[config.mk]
export PLATFORM = sky130hd
export DESIGN_NAME = pp_hdr_extract_flat
export DESIGN_NICKNAME = d
export VERILOG_FILES = /design/src/rtl/pp_hdr_extract_if.sv /design/src/rtl/pp_hdr_extract.sv /design/src/flat_wrapper.sv
export SDC_FILE = /design/constraint.sdc
export NUM_CORES = 1
export LEC_CHECK = 0
export ABC_CLOCK_PERIOD_IN_PS = 2700
export CORE_AREA = 2 2 195 197
export DETAILED_ROUTE_END_ITERATION = 12
export DIE_AREA = 0 0 197 199
export GPL_TIMING_DRIVEN = 0
export HOLD_SLACK_MARGIN = 0.05
export PLACE_DENSITY_LB_ADDON = 0.1
export SLEW_MARGIN = 30
export SYNTH_ARGS = -nofsm -noshare
export SYNTH_HDL_FRONTEND = slang
export SYNTH_SLANG_ARGS = --single-unit
[constraint.sdc]
create_clock -name clk -period 2.7 [get_ports clk]
set_clock_uncertainty 0.2 [all_clocks]
set_input_delay 0.27 -clock clk [delete_from_list [all_inputs] [get_ports clk]]
set_output_delay 0.27 -clock clk [all_outputs]
set_load 0.03 [all_outputs]
[src/rtl/pp_hdr_extract_if.sv]
// AXI-Stream bundle shared by the inbound and payload sides of pp_hdr_extract.
interface pp_hdr_extract_if #(
  parameter int unsigned TDATA_WIDTH = 128,
  parameter int unsigned TUSER_WIDTH = 4
);
  logic [TDATA_WIDTH-1:0]   tdata;
  logic                     tlast;
  logic [TDATA_WIDTH/8-1:0] tstrb;
  logic [TUSER_WIDTH-1:0]   tuser;
  logic                     tvalid;
  logic                     tready;

  modport master (output tdata, tlast, tstrb, tuser, tvalid, input tready);
  modport slave  (input tdata, tlast, tstrb, tuser, tvalid, output tready);
endinterface

[src/rtl/pp_hdr_extract.sv]
// Header extractor: strips the first bead of each packet onto a header
// channel, forwards the remaining beads, drops errored packets, counts both.
module pp_hdr_extract #(
  parameter int unsigned TDATA_WIDTH = 128,
  parameter int unsigned TUSER_WIDTH = 4,
  parameter int unsigned CNT_WIDTH   = 32
) (
  input  logic                 clk,
  input  logic                 rst,
  pp_hdr_extract_if.slave      s,
  pp_hdr_extract_if.master     m,
  output logic [47:0]          hdr_dst,
  output logic [47:0]          hdr_src,
  output logic [15:0]          hdr_type,
  output logic [15:0]          hdr_len,
  output logic                 hdr_no_pay,
  output logic                 hdr_valid,
  input  logic                 hdr_ready,
  output logic [CNT_WIDTH-1:0] pkt_cnt,
  output logic [CNT_WIDTH-1:0] drop_cnt
);

  typedef enum logic [1:0] {S_HDR, S_PAY, S_DROP} state_t;

  state_t r_state;
  state_t w_state_nxt;
  logic   w_s_tready;
  logic   w_acc;
  logic   w_hdr_load;
  logic   w_drop;
  logic   w_pay_load;
  logic   w_pkt_inc;

  logic                     r_hdr_valid;
  logic [47:0]              r_hdr_dst;
  logic [47:0]              r_hdr_src;
  logic [15:0]              r_hdr_type;
  logic [15:0]              r_hdr_len;
  logic                     r_hdr_no_pay;

  logic                     r_m_tvalid;
  logic [TDATA_WIDTH-1:0]   r_m_tdata;
  logic                     r_m_tlast;
  logic [TDATA_WIDTH/8-1:0] r_m_tstrb;
  logic [TUSER_WIDTH-1:0]   r_m_tuser;

  logic [CNT_WIDTH-1:0]     r_pkt_cnt;
  logic [CNT_WIDTH-1:0]     r_drop_cnt;

  // State register; reset abandons any packet in flight.
  always_ff @(posedge clk) begin
    if (!rst) r_state <= S_HDR;
    else      r_state <= w_state_nxt;
  end

  // Ready per state, acceptance, next state and per-bead actions.
  always_comb begin
    w_state_nxt = r_state;
    w_s_tready  = 1'b0;
    w_acc       = 1'b0;
    w_hdr_load  = 1'b0;
    w_drop      = 1'b0;
    w_pay_load  = 1'b0;
    w_pkt_inc   = 1'b0;
    case (r_state)
      S_HDR:   w_s_tready = !r_hdr_valid || hdr_ready;
      S_PAY:   w_s_tready = !r_m_tvalid || m.tready;
      S_DROP:  w_s_tready = 1'b1;
      default: w_s_tready = 1'b0;
    endcase
    if (!rst) w_s_tready = 1'b0;
    w_acc = s.tvalid && w_s_tready;
    if (w_acc) begin
      case (r_state)
        S_HDR: begin
          if (s.tuser[0]) begin
            w_drop = 1'b1;
            if (!s.tlast) w_state_nxt = S_DROP;
          end else begin
            w_hdr_load = 1'b1;
            if (s.tlast) w_pkt_inc   = 1'b1;
            else         w_state_nxt = S_PAY;
          end
        end
        S_PAY: begin
          w_pay_load = 1'b1;
          if (s.tlast) begin
            w_pkt_inc   = 1'b1;
            w_state_nxt = S_HDR;
          end
        end
        S_DROP: begin
          if (s.tlast) w_state_nxt = S_HDR;
        end
        default: w_state_nxt = S_HDR;
      endcase
    end
  end

  // Header channel register; a new header on the consuming edge reloads.
  always_ff @(posedge clk) begin
    if (!rst) begin
      r_hdr_valid  <= 1'b0;
      r_hdr_dst    <= '0;
      r_hdr_src    <= '0;
      r_hdr_type   <= '0;
      r_hdr_len    <= '0;
      r_hdr_no_pay <= 1'b0;
    end else if (w_hdr_load) begin
      r_hdr_valid  <= 1'b1;
      r_hdr_dst    <= s.tdata[47:0];
      r_hdr_src    <= s.tdata[95:48];
      r_hdr_type   <= s.tdata[111:96];
      r_hdr_len    <= s.tdata[127:112];
      r_hdr_no_pay <= s.tlast;
    end else if (r_hdr_valid && hdr_ready) begin
      r_hdr_valid  <= 1'b0;
    end
  end

  // Payload output register; a new bead on the consuming edge reloads.
  always_ff @(posedge clk) begin
    if (!rst) begin
      r_m_tvalid <= 1'b0;
      r_m_tdata  <= '0;
      r_m_tlast  <= 1'b0;
      r_m_tstrb  <= '0;
      r_m_tuser  <= '0;
    end else if (w_pay_load) begin
      r_m_tvalid <= 1'b1;
      r_m_tdata  <= s.tdata;
      r_m_tlast  <= s.tlast;
      r_m_tstrb  <= s.tstrb;
      r_m_tuser  <= s.tuser;
    end else if (r_m_tvalid && m.tready) begin
      r_m_tvalid <= 1'b0;
    end
  end

  // Statistics counters, wrapping at their width.
  always_ff @(posedge clk) begin
    if (!rst) begin
      r_pkt_cnt  <= '0;
      r_drop_cnt <= '0;
    end else begin
      if (w_pkt_inc) r_pkt_cnt  <= r_pkt_cnt + CNT_WIDTH'(1);
      if (w_drop)    r_drop_cnt <= r_drop_cnt + CNT_WIDTH'(1);
    end
  end

  assign s.tready   = w_s_tready;
  assign m.tvalid   = r_m_tvalid;
  assign m.tdata    = r_m_tdata;
  assign m.tlast    = r_m_tlast;
  assign m.tstrb    = r_m_tstrb;
  assign m.tuser    = r_m_tuser;
  assign hdr_valid  = r_hdr_valid;
  assign hdr_dst    = r_hdr_dst;
  assign hdr_src    = r_hdr_src;
  assign hdr_type   = r_hdr_type;
  assign hdr_len    = r_hdr_len;
  assign hdr_no_pay = r_hdr_no_pay;
  assign pkt_cnt    = r_pkt_cnt;
  assign drop_cnt   = r_drop_cnt;

endmodule

[src/flat_wrapper.sv]
// flat-port wrapper written by rule: the top's interface ports become plain ports
module pp_hdr_extract_flat 
#(
  parameter int unsigned TDATA_WIDTH = 128,
  parameter int unsigned TUSER_WIDTH = 4,
  parameter int unsigned CNT_WIDTH   = 32
)
  (clk, rst, hdr_dst, hdr_src, hdr_type, hdr_len, hdr_no_pay, hdr_valid, hdr_ready, pkt_cnt, drop_cnt, s_tdata, s_tlast, s_tstrb, s_tuser, s_tvalid, s_tready, m_tdata, m_tlast, m_tstrb, m_tuser, m_tvalid, m_tready);
  pp_hdr_extract_if #(.TDATA_WIDTH(TDATA_WIDTH), .TUSER_WIDTH(TUSER_WIDTH)) s_i ();
  pp_hdr_extract_if #(.TDATA_WIDTH(TDATA_WIDTH), .TUSER_WIDTH(TUSER_WIDTH)) m_i ();
  input  logic clk;
  input  logic rst;
  output logic [47:0] hdr_dst;
  output logic [47:0] hdr_src;
  output logic [15:0] hdr_type;
  output logic [15:0] hdr_len;
  output logic hdr_no_pay;
  output logic hdr_valid;
  input  logic hdr_ready;
  output logic [CNT_WIDTH-1:0] pkt_cnt;
  output logic [CNT_WIDTH-1:0] drop_cnt;
  input wire logic [$bits(s_i.tdata)-1:0] s_tdata;
  input wire logic [$bits(s_i.tlast)-1:0] s_tlast;
  input wire logic [$bits(s_i.tstrb)-1:0] s_tstrb;
  input wire logic [$bits(s_i.tuser)-1:0] s_tuser;
  input wire logic [$bits(s_i.tvalid)-1:0] s_tvalid;
  output wire logic [$bits(s_i.tready)-1:0] s_tready;
  output wire logic [$bits(m_i.tdata)-1:0] m_tdata;
  output wire logic [$bits(m_i.tlast)-1:0] m_tlast;
  output wire logic [$bits(m_i.tstrb)-1:0] m_tstrb;
  output wire logic [$bits(m_i.tuser)-1:0] m_tuser;
  output wire logic [$bits(m_i.tvalid)-1:0] m_tvalid;
  input wire logic [$bits(m_i.tready)-1:0] m_tready;
  assign s_i.tdata = s_tdata;
  assign s_i.tlast = s_tlast;
  assign s_i.tstrb = s_tstrb;
  assign s_i.tuser = s_tuser;
  assign s_i.tvalid = s_tvalid;
  assign s_tready = s_i.tready;
  assign m_tdata = m_i.tdata;
  assign m_tlast = m_i.tlast;
  assign m_tstrb = m_i.tstrb;
  assign m_tuser = m_i.tuser;
  assign m_tvalid = m_i.tvalid;
  assign m_i.tready = m_tready;
  pp_hdr_extract #(.TDATA_WIDTH(TDATA_WIDTH), .TUSER_WIDTH(TUSER_WIDTH), .CNT_WIDTH(CNT_WIDTH)) u_core (.clk(clk), .rst(rst), .s(s_i), .m(m_i), .hdr_dst(hdr_dst), .hdr_src(hdr_src), .hdr_type(hdr_type), .hdr_len(hdr_len), .hdr_no_pay(hdr_no_pay), .hdr_valid(hdr_valid), .hdr_ready(hdr_ready), .pkt_cnt(pkt_cnt), .drop_cnt(drop_cnt));
endmodule
==> metrics, run 1 <==
final worst path period share 0.973; leakage 7.55 nW; Clock Power Share 0.409; multiplexer area fraction after synthesis 0.00235; drt first pass iters 5; chip height 199 microns; Slew @ Worst Pin 0.825 ns; final hold vios 0; gr ovfl total 0; cells taking the most area after synthesis dfxtp_1 54%, nand2_1 17%, nand3_1 6.5%; crit-path max FO 8; largest family of logic cells by synthesized area simple AND/OR/NAND/NOR gates; Synth Area in XOR/XNOR 0.0254; Post-Route WL 49.0 mm; simple-gate portion of the synthesized area 0.306; CP required 2.95 ns; std cell rows 71; nets@finish 2323; io pins 499; unrepaired setup endpoints after global routing yes; vias in the first global route 12.5k; met2 WL 23.0 mm; total track usage 0.240; clk slew on worst S/H paths 0.06 ns; Post-Syn Area 12800 sq um; Place WS -1.42 ns; Residual DRC 0; P_sw 3.37 mW; FF+latch count, synth 346; Fmax 381 MHz; Mean Syn Cell Area 7.94 sq um; first-pass GRT wire length 72.7 mm; clk_lat worst skew 0.53 ns; DP Cell Count 2578; register area share after synthesis 0.542; CTS tree yes; GPL Wtd Cong 0.849; Synth Area in Compound Gates 0.0814; Synth top area share 0.542; vias per cell 4.87; Yosys cell types 46; maxcap violations 0; share of layout cells above drive strength 1 0.0630; Iteration-0 DRC Markers 584; drt wl/cell 18.3 microns; combinational power share 0.150; met3 wire len 4.50 mm; CTS Buf Count 39; Initial Utilization 0.344; Total Die Area 39200 sq um; M1 WL 19.9 mm; ANT nets after route 0; Top Layer Used met5; Critical Path AT 2.88 ns; ys flop type dfxtp_1; crit end category flip-flop; Clock Tree Root clkbuf_16; clock buffer depth 3; leading area contributor after synthesis dfxtp_1; adder-cell share of the synthesized area 0.00588; estimated wirelength of the detail-placed design 36.7 mm; hold crit path type in2reg; critical path type reg2reg; cell count after synthesis 1608; Internal 9.04 mW; status complete, no violations; Power Density 625 nW/um^2; I/O Buffers 496; fin worst setup slack 0.0739 ns; Max IR drop VDD 0.000477 V; Die W 197 microns; Reg power frac 0.440; Layout area overhead 55.5%; largest net degree at the start of global routing 13; Post-synth ARST share 0; Util after Layout 0.535; count leader, synth nand2_1; YS warnings 0; final setup violation count 0; Non-Filler Instances 2671; Via Count 13.0k; Post-synth top cells 586 x nand2_1, 346 x dfxtp_1, 167 x nand3_1; Sw Share 0.272; Startpoint Class flip-flop; antenna violations before repair 10; core footprint 37100 sq um; fin crit period 2.63 ns; Total Neg Setup Slack 0 ns; Synth Net Count 1768; Final Max Tran Viols 0; clock sink count 346; Post-synth EDFFs 0; CTS H-tree lvls 2; Max-slew headroom 0.450
## metrics by stage
step	cell area, sq um	hold slack, ns	total power [mW]
finish	19900	0.0733	12.4
global route	19900	0.0606	12.9
CTS	19700	0.0542	12.5
detailed placement	18300	0.244	7.36
global placement	18300	0.241	7.35
floorplan	12800	0.169	6.40
## kinds of logic (layout without fill, tap and decap cells)
logic type      count (synthesis)  in the layout
mux                             3              3
xor+xnor                       37             37
flops                         346            346
buf+inv                       122            703
compound gates                191            191
fa+ha+maj                       6              6
simple gates                  903            903
other cells                     0              8
## worst max-delay path, cell delays in order (launching register included)
cell       delay, ns
dfxtp_4         0.36
ha_2            0.20
and3b_1         0.22
buf_6           0.15
o2111ai_4       0.15
or4b_1          0.56
buf_4           0.17
or4_1           0.40
a21oi_1         0.13
## layout make-up
type | count | area [sq um]
Antenna cell | 8 | 20.0
Timing Repair Buffer | 514 | 5110
Fill cell | 3626 | 17300
Clock buffer | 60 | 1160
Sequential cell | 346 | 6930
Multi-Input combinational cell | 1140 | 5440
Inverter | 8 | 30.0
Tap cell | 474 | 593
Clock inverter | 7 | 50.0
Buffer | 114 | 524
## metal layers
layer,GRT usage,vias to the layer above
met5,0,-
li1,-,6433
met2,0.397,421
met4,0.0927,4
met3,0.0841,87
met1,0.287,6062
## power groups by stage
stage                     Clock [mW]  Combinational (mW)  Sequential [mW]
after global routing            5.41                1.98             5.49
final                           5.08                1.87             5.47
after detailed placement           0                1.79             5.57
after floorplan                    0               0.395             6.01
after CTS                       5.19                1.86             5.46
after global placement             0                1.79             5.56
## path summary, 6_finish.rpt
check,from,end,slack (ns),cells past startpoint
max,u_core.r_state[0],u_core.pkt_cnt[28],0.07,8
min,s_tstrb[3],u_core.m.tstrb[3],0.07,3
max reg2reg,u_core.r_state[0],u_core.pkt_cnt[28],0.07,8
min reg2reg,u_core.m.tstrb[0],u_core.m.tstrb[0],0.25,2
## cell usage in the layout, fill, tap and decap left out, types with 3 or more instances in the layout
cell and count:
clkbuf_8 9, nor2_1 46, dlygate4sd3_1 5, nand3_1 167
xnor2_1 35, nor3b_1 4, nand2_1 586, clkdlybuf4s50_1 495
and3_1 6, diode_2 8, buf_2 5, and4_1 7
or4_1 7, buf_1 4, mux2i_1 3, nor4b_1 4
ha_1 3, and2_1 4, inv_1 6, a21oi_1 24
or2_2 4, clkbuf_4 3, nor3_1 13, o31ai_1 5
nor4_1 14, clkbuf_2 31, nand4_1 10, dfxtp_1 344
clkinv_2 5, buf_4 17, o21ai_0 148, clkbuf_16 40
or3_1 18, clkbuf_1 77
## flip-flops by register name, summed over array words and instances, names as in the netlist, 2 cells and up
signal,cells
u_core.drop_cnt,32
u_core.m.tdata,128
u_core.hdr_src,48
u_core.hdr_len,16
u_core.r_state,2
u_core.hdr_type,16
u_core.m.tstrb,16
u_core.pkt_cnt,32
u_core.m.tuser,4
u_core.hdr_dst,48
## repair_timing
item                                   in CTS  in global routing
endpoints found under the hold margin       6                  0
buffers inserted                            6                  7
gates resized for setup                    56                 25
hold buffers                                5                  0
setup endpoints to repair                 284                152
pin swaps                                   3                  6
No activity file was read; power rests on OpenSTA's default activity.
==> run 2: changes to the inputs <==
Settings changed: CAP_MARGIN from default to 20, CTS_BUF_LIST from default to sky130_fd_sc_hd__clkbuf_8 sky130_fd_sc_hd__clkbuf_16, SLEW_MARGIN 30 to default.
==> run 2 against run 1 <==
Against the previous run: clock power decreased by 1%; global-route usage barely moved; flip-flop and latch count stayed put; critical path depth is the same; combinational power about the same; die area unchanged; power is 0.39% lower; critical endpoint unchanged; routed wire length about the same; maximum frequency is essentially flat; via count about the same.
==> metrics, run 2 (synthesis results as in run 1) <==
Clock Tree Root clkbuf_16 (unchanged); clock sink count 346 (unchanged); Place WS -1.42 ns (unchanged); CTS tree yes (unchanged); chip height 199 microns (unchanged); hold crit path type in2reg (unchanged); hold_sp s_tstrb[3] (unchanged); GPL Wtd Cong 0.849 (unchanged); clk slew on worst S/H paths 0.06 ns (about the same); Power Total 12.4 mW (about the same); DP Cell Count 2578 (unchanged); Final Max Tran Viols 0 (unchanged); Total Neg Setup Slack 0 ns (unchanged); fin crit period 2.63 ns (about the same); final hold vios 0 (unchanged); Non-Filler Instances 2671 (unchanged); worst hold path depth 3 (unchanged); Hold Worst Slack 0.0755 ns (was 0.0733 ns); unrepaired setup endpoints after global routing yes (unchanged); final worst path period share 0.973 (about the same); footprint of the multi-input gates 5440 sq um (unchanged); drt wl/cell 18.3 microns (about the same); R2R Path Start u_core.r_state[0] (unchanged); crit-path max FO 8 (unchanged); Util after Layout 0.535 (unchanged); crit end category flip-flop (unchanged); reg2reg path depth 8 (unchanged); r2r setup slk 0.07 ns (about the same); leakage 7.60 nW (was 7.55 nW); clk_lat worst skew 0.53 ns (about the same); Die W 197 microns (unchanged); DP Area 18300 sq um (unchanged); filler instances 3626 (unchanged); Worst Hold Path EP u_core.m.tstrb[3] (unchanged); Slew @ Worst Pin 0.826 ns (was 0.825 ns); Critical Path AT 2.88 ns (about the same); Initial Utilization 0.344 (unchanged); ANT nets after route 0 (unchanged); Residual DRC 0 (unchanged); I/O Buffers 496 (unchanged); largest net degree at the start of global routing 13 (unchanged); nets@finish 2323 (unchanged); clock buffer depth 3 (unchanged); Post-Route WL 49.0 mm (about the same); Power Density 623 nW/um^2 (was 625 nW/um^2); Total Die Area 39200 sq um (unchanged); Iteration-0 DRC Markers 579 (was 584); drt first pass iters 5 (unchanged); CTS Buf Count 39 (unchanged); Max IR drop VDD 0.000466 V (was 0.000477 V); estimated wirelength of the detail-placed design 36.7 mm (unchanged); Startpoint Class flip-flop (unchanged); CTS H-tree lvls 2 (unchanged); antenna violations before repair 10 (unchanged); max reg flops 128 (unchanged); Max-slew headroom 0.449 (was 0.450); first-pass GRT wire length 72.7 mm (about the same); core footprint 37100 sq um (unchanged); gr ovfl total 0 (unchanged); fin area 19900 sq um (unchanged); Layout area overhead 55.5% (unchanged); maxcap violations 0 (unchanged); io pins 499 (unchanged); share of layout cells above drive strength 1 0.0630 (unchanged); vias in the first global route 12.5k (about the same); fin worst setup slack 0.0738 ns (was 0.0739 ns); register area 6930 sq um (unchanged); r2r endpoint u_core.pkt_cnt[28] (unchanged); Fmax 381 MHz (about the same); CP required 2.95 ns (about the same); critical path type reg2reg (unchanged); most common cell after layout, fill and taps aside nand2_1 (unchanged); std cell rows 71 (unchanged); vias per cell 4.87 (about the same); total track usage 0.240 (about the same); most frequent cells in the layout 586 x nand2_1, 495 x clkdlybuf4s50_1, 344 x dfxtp_1 (unchanged); status complete, no violations (unchanged); final setup violation count 0 (unchanged); Via Count 13.0k (about the same)
[run 2: cell types whose count changed in the layout (fill, tap and decap cells not counted), sizes merged]
| cell | change |
|---|---|
| clkbuf | -12 |
| inv | +12 |
[run 2: how the worst max path moves through the flow]
stage                           start                  to  slack [ns]  cells past startpoint
floorplan           u_core.pkt_cnt[0]  u_core.pkt_cnt[26]        0.19                      7
global placement           s_tuser[0]   u_core.hdr_dst[2]       -1.42                      9
detailed placement         s_tuser[0]   u_core.hdr_dst[2]       -1.42                      9
CTS                 u_core.r_state[0]            s_tready      -0.009                      7
global route        u_core.r_state[0]  u_core.pkt_cnt[31]       -0.03                      8
finish              u_core.r_state[0]  u_core.pkt_cnt[28]        0.07                      8
[run 2: where the power goes]
| part | internal, mW | switching (mW) |
|---|---|---|
| registers | 5.34 | 0.127 |
| logic | 0.758 | 1.11 |
| clock network | 2.90 | 2.14 |
[run 2: final cells by class]
| class | count | share of cell area |
|---|---|---|
| antenna | 8 | 0.00101 |
| buffer | 114 | 0.0264 |
| clock buffer | 48 | 0.0559 |
| clock inverter | 19 | 0.00479 |
| inverter | 8 | 0.00151 |
| multi-input combinational | 1140 | 0.274 |
| sequential | 346 | 0.349 |
| tap | 474 | 0.0299 |
| timing repair buffer | 514 | 0.257 |
[run 2: layer usage]
metal  vias up  track usage  wire length [microns]
li1       6431            -                      -
met1      6054        0.287                  19800
met2       431        0.397                  23100
met3        86       0.0841                   4550
met4         4       0.0922                   1520
met5         -            0                     31
[run 2: worst max-delay path: stages, from the launching register on]
cell	delay, ns
dfxtp_4	0.36
ha_2	0.20
and3b_1	0.22
buf_6	0.15
o2111ai_4	0.15
or4b_1	0.56
buf_4	0.17
or4_1	0.40
a21oi_1	0.13
[run 2: repair_timing]
action	4_1_cts	5_1_grt
hold endpoints to repair	6	0
pin swaps	3	6
setup buffers	6	7
hold buffers	5	0
gates resized for setup	56	25
setup endpoints to repair	284	152
==> run 3: changes to the inputs <==
Settings changed: ABC_CLOCK_PERIOD_IN_PS 2700 to 2500, CAP_MARGIN 20 to default, CORE_AREA 2 2 195 197 to 3 3 191 193, DIE_AREA 0 0 197 199 to 0 0 194 196.
Clock period 2.7 ns to 2.5 ns, I/O delays scaled along.
==> run 3 against run 2 <==
Against the previous run: the run now ends with negative setup slack left; combinational power is 9% higher; via count up 0.63%; sequential power is 8.0% higher; hold slack got worse by 0.0043 ns; largest power group unchanged; clock power grew 10%; highest routed layer unchanged; register-to-register slack worse by 0.09 ns; critical path type unchanged.
==> metrics, run 3 (synthesis results as in run 1) <==
Iteration-0 DRC Markers 630 (was 579); Worst Hold Path EP u_core.m.tuser[3] (was u_core.m.tstrb[3]); Critical Path AT 2.76 ns (was 2.88 ns); Final Max Tran Viols 0 (unchanged); footprint of the multi-input gates 5510 sq um (was 5440 sq um); largest net degree at the start of global routing 13 (unchanged); Place WS -1.63 ns (was -1.42 ns); fin crit period 2.52 ns (was 2.63 ns); Max-slew headroom 0.473 (was 0.449); antenna violations before repair 7 (was 10); reg2reg path depth 9 (was 8); register area 6940 sq um (was 6930 sq um); leakage 7.69 nW (was 7.60 nW); maxcap violations 0 (unchanged); Slew @ Worst Pin 0.790 ns (was 0.826 ns); violated checks negative setup slack; Layout area overhead 56.7% (was 55.5%); r2r setup slk -0.02 ns (was 0.07 ns); drt wl/cell 18.5 microns (was 18.3 microns); nets@finish 2325 (was 2323); CP required 2.74 ns (was 2.95 ns); Clock Tree Root clkbuf_16 (unchanged); hold_sp s_tuser[3] (was s_tstrb[3]); CTS Buf Count 40 (was 39); Max IR drop VDD 0.000545 V (was 0.000466 V); R2R Path Start u_core.r_state[1] (was u_core.r_state[0]); Residual DRC 0 (unchanged); vias in the first global route 12.8k (was 12.5k); Power Density 674 nW/um^2 (was 623 nW/um^2); share of layout cells above drive strength 1 0.0735 (was 0.0630); clock sink count 346 (unchanged); first-pass GRT wire length 74.6 mm (was 72.7 mm); core footprint 34700 sq um (was 37100 sq um); GPL Wtd Cong 0.804 (was 0.849); I/O Buffers 496 (unchanged); final worst path period share 1.01 (was 0.973); Via Count 13.1k (was 13.0k); total track usage 0.246 (was 0.240); Hold Worst Slack 0.0712 ns (was 0.0755 ns); most common cell after layout, fill and taps aside nand2_1 (unchanged); clk_lat worst skew 0.52 ns (was 0.53 ns); gr ovfl total 0 (unchanged); crit end category flip-flop (unchanged); Total Die Area 38000 sq um (was 39200 sq um); drt first pass iters 6 (was 5); io pins 499 (unchanged); final setup violation count 2 (was 0); Fmax 397 MHz (was 381 MHz); ANT nets after route 0 (unchanged); CTS H-tree lvls 2 (unchanged); Startpoint Class flip-flop (unchanged); Post-Route WL 49.1 mm (was 49.0 mm); max reg flops 128 (unchanged); crit-path max FO 8 (unchanged); critical path type reg2reg (unchanged); Initial Utilization 0.368 (was 0.344); hold crit path type in2reg (unchanged); clk slew on worst S/H paths 0.06 ns (about the same); most frequent cells in the layout 586 x nand2_1, 495 x clkdlybuf4s50_1, 342 x dfxtp_1 (was 586 x nand2_1, 495 x clkdlybuf4s50_1, 344 x dfxtp_1); filler instances 3202 (was 3626); Die W 194 microns (was 197 microns); fin area 20000 sq um (was 19900 sq um); unrepaired setup endpoints after global routing yes (unchanged); DP Area 18300 sq um (about the same); vias per cell 4.94 (was 4.87); status complete, but fails checks (was complete, no violations); worst hold path depth 3 (unchanged); std cell rows 68 (was 71); r2r endpoint u_core.pkt_cnt[28] (unchanged); estimated wirelength of the detail-placed design 36.7 mm (about the same); clock buffer depth 3 (unchanged); chip height 196 microns (was 199 microns); CTS tree yes (unchanged); final hold vios 0 (unchanged); fin worst setup slack -0.0183 ns (was 0.0738 ns)
[run 3: cell type report]
cell class	count	share of cell area
flip-flops and latches	346	0.347
multi-input cells	1140	0.275
diodes	6	0.000750
clock buffers	50	0.0575
repair buffers	517	0.256
clock inverters	18	0.00506
plain buffers	112	0.0293
inverters	8	0.00150
well taps	455	0.0284
[run 3: report_power, final]
| group | internal, mW | switching (mW) |
|---|---|---|
| registers | 5.77 | 0.141 |
| clock network | 3.32 | 2.23 |
| logic | 0.837 | 1.20 |
| total | 9.92 | 3.57 |
[run 3: critical path, stage by stage, from the launching register on]
cell	delay (ns)
dfxtp_4	0.37
inv_2	0.11
ha_4	0.18
a221oi_4	0.08
buf_4	0.17
buf_4	0.14
or4b_4	0.53
buf_6	0.15
or4_4	0.41
a21oi_2	0.12
[run 3: worst max path at each step]
stage                           start                 end  slack, ns  cells past startpoint
floorplan           u_core.pkt_cnt[1]  u_core.pkt_cnt[26]      0.004                      7
global placement           s_tuser[0]   u_core.hdr_dst[4]      -1.60                      9
detailed placement         s_tuser[0]   u_core.hdr_dst[4]      -1.63                      9
CTS                 u_core.r_state[0]  u_core.pkt_cnt[28]      -0.06                      9
global route        u_core.r_state[1]  u_core.pkt_cnt[31]       -0.1                      8
finish              u_core.r_state[1]  u_core.pkt_cnt[28]      -0.02                      9
[run 3: through the flow]
step	instances	util	total power [mW]	setup TNS, ns
after floorplan	1608	-	6.91	0
after global placement	2559	0.527	7.94	-320.71
after detailed placement	2559	0.527	7.95	-325.29
after CTS	2640	0.573	13.6	-0.131
after global routing	2651	0.576	14.0	-0.612
final	2652	0.577	13.5	-0.0279
[run 3: timing repair]
item,4_1_cts,5_1_grt
pin swaps,8,9
buffers inserted,13,6
resized for setup,87,33
setup endpoints to repair,332,172
hold buffers,1,0
hold endpoints to repair,2,0
cloned,0,1
[run 3: layer usage]
| metal | routed length (microns) | GRT usage | share of wire |
|---|---|---|---|
| met1 | 19500 | 0.289 | 0.40 |
| met2 | 23300 | 0.413 | 0.47 |
| met3 | 4360 | 0.0843 | 0.089 |
| met4 | 1910 | 0.0984 | 0.039 |
| met5 | 14 | 0 | 0.00029 |
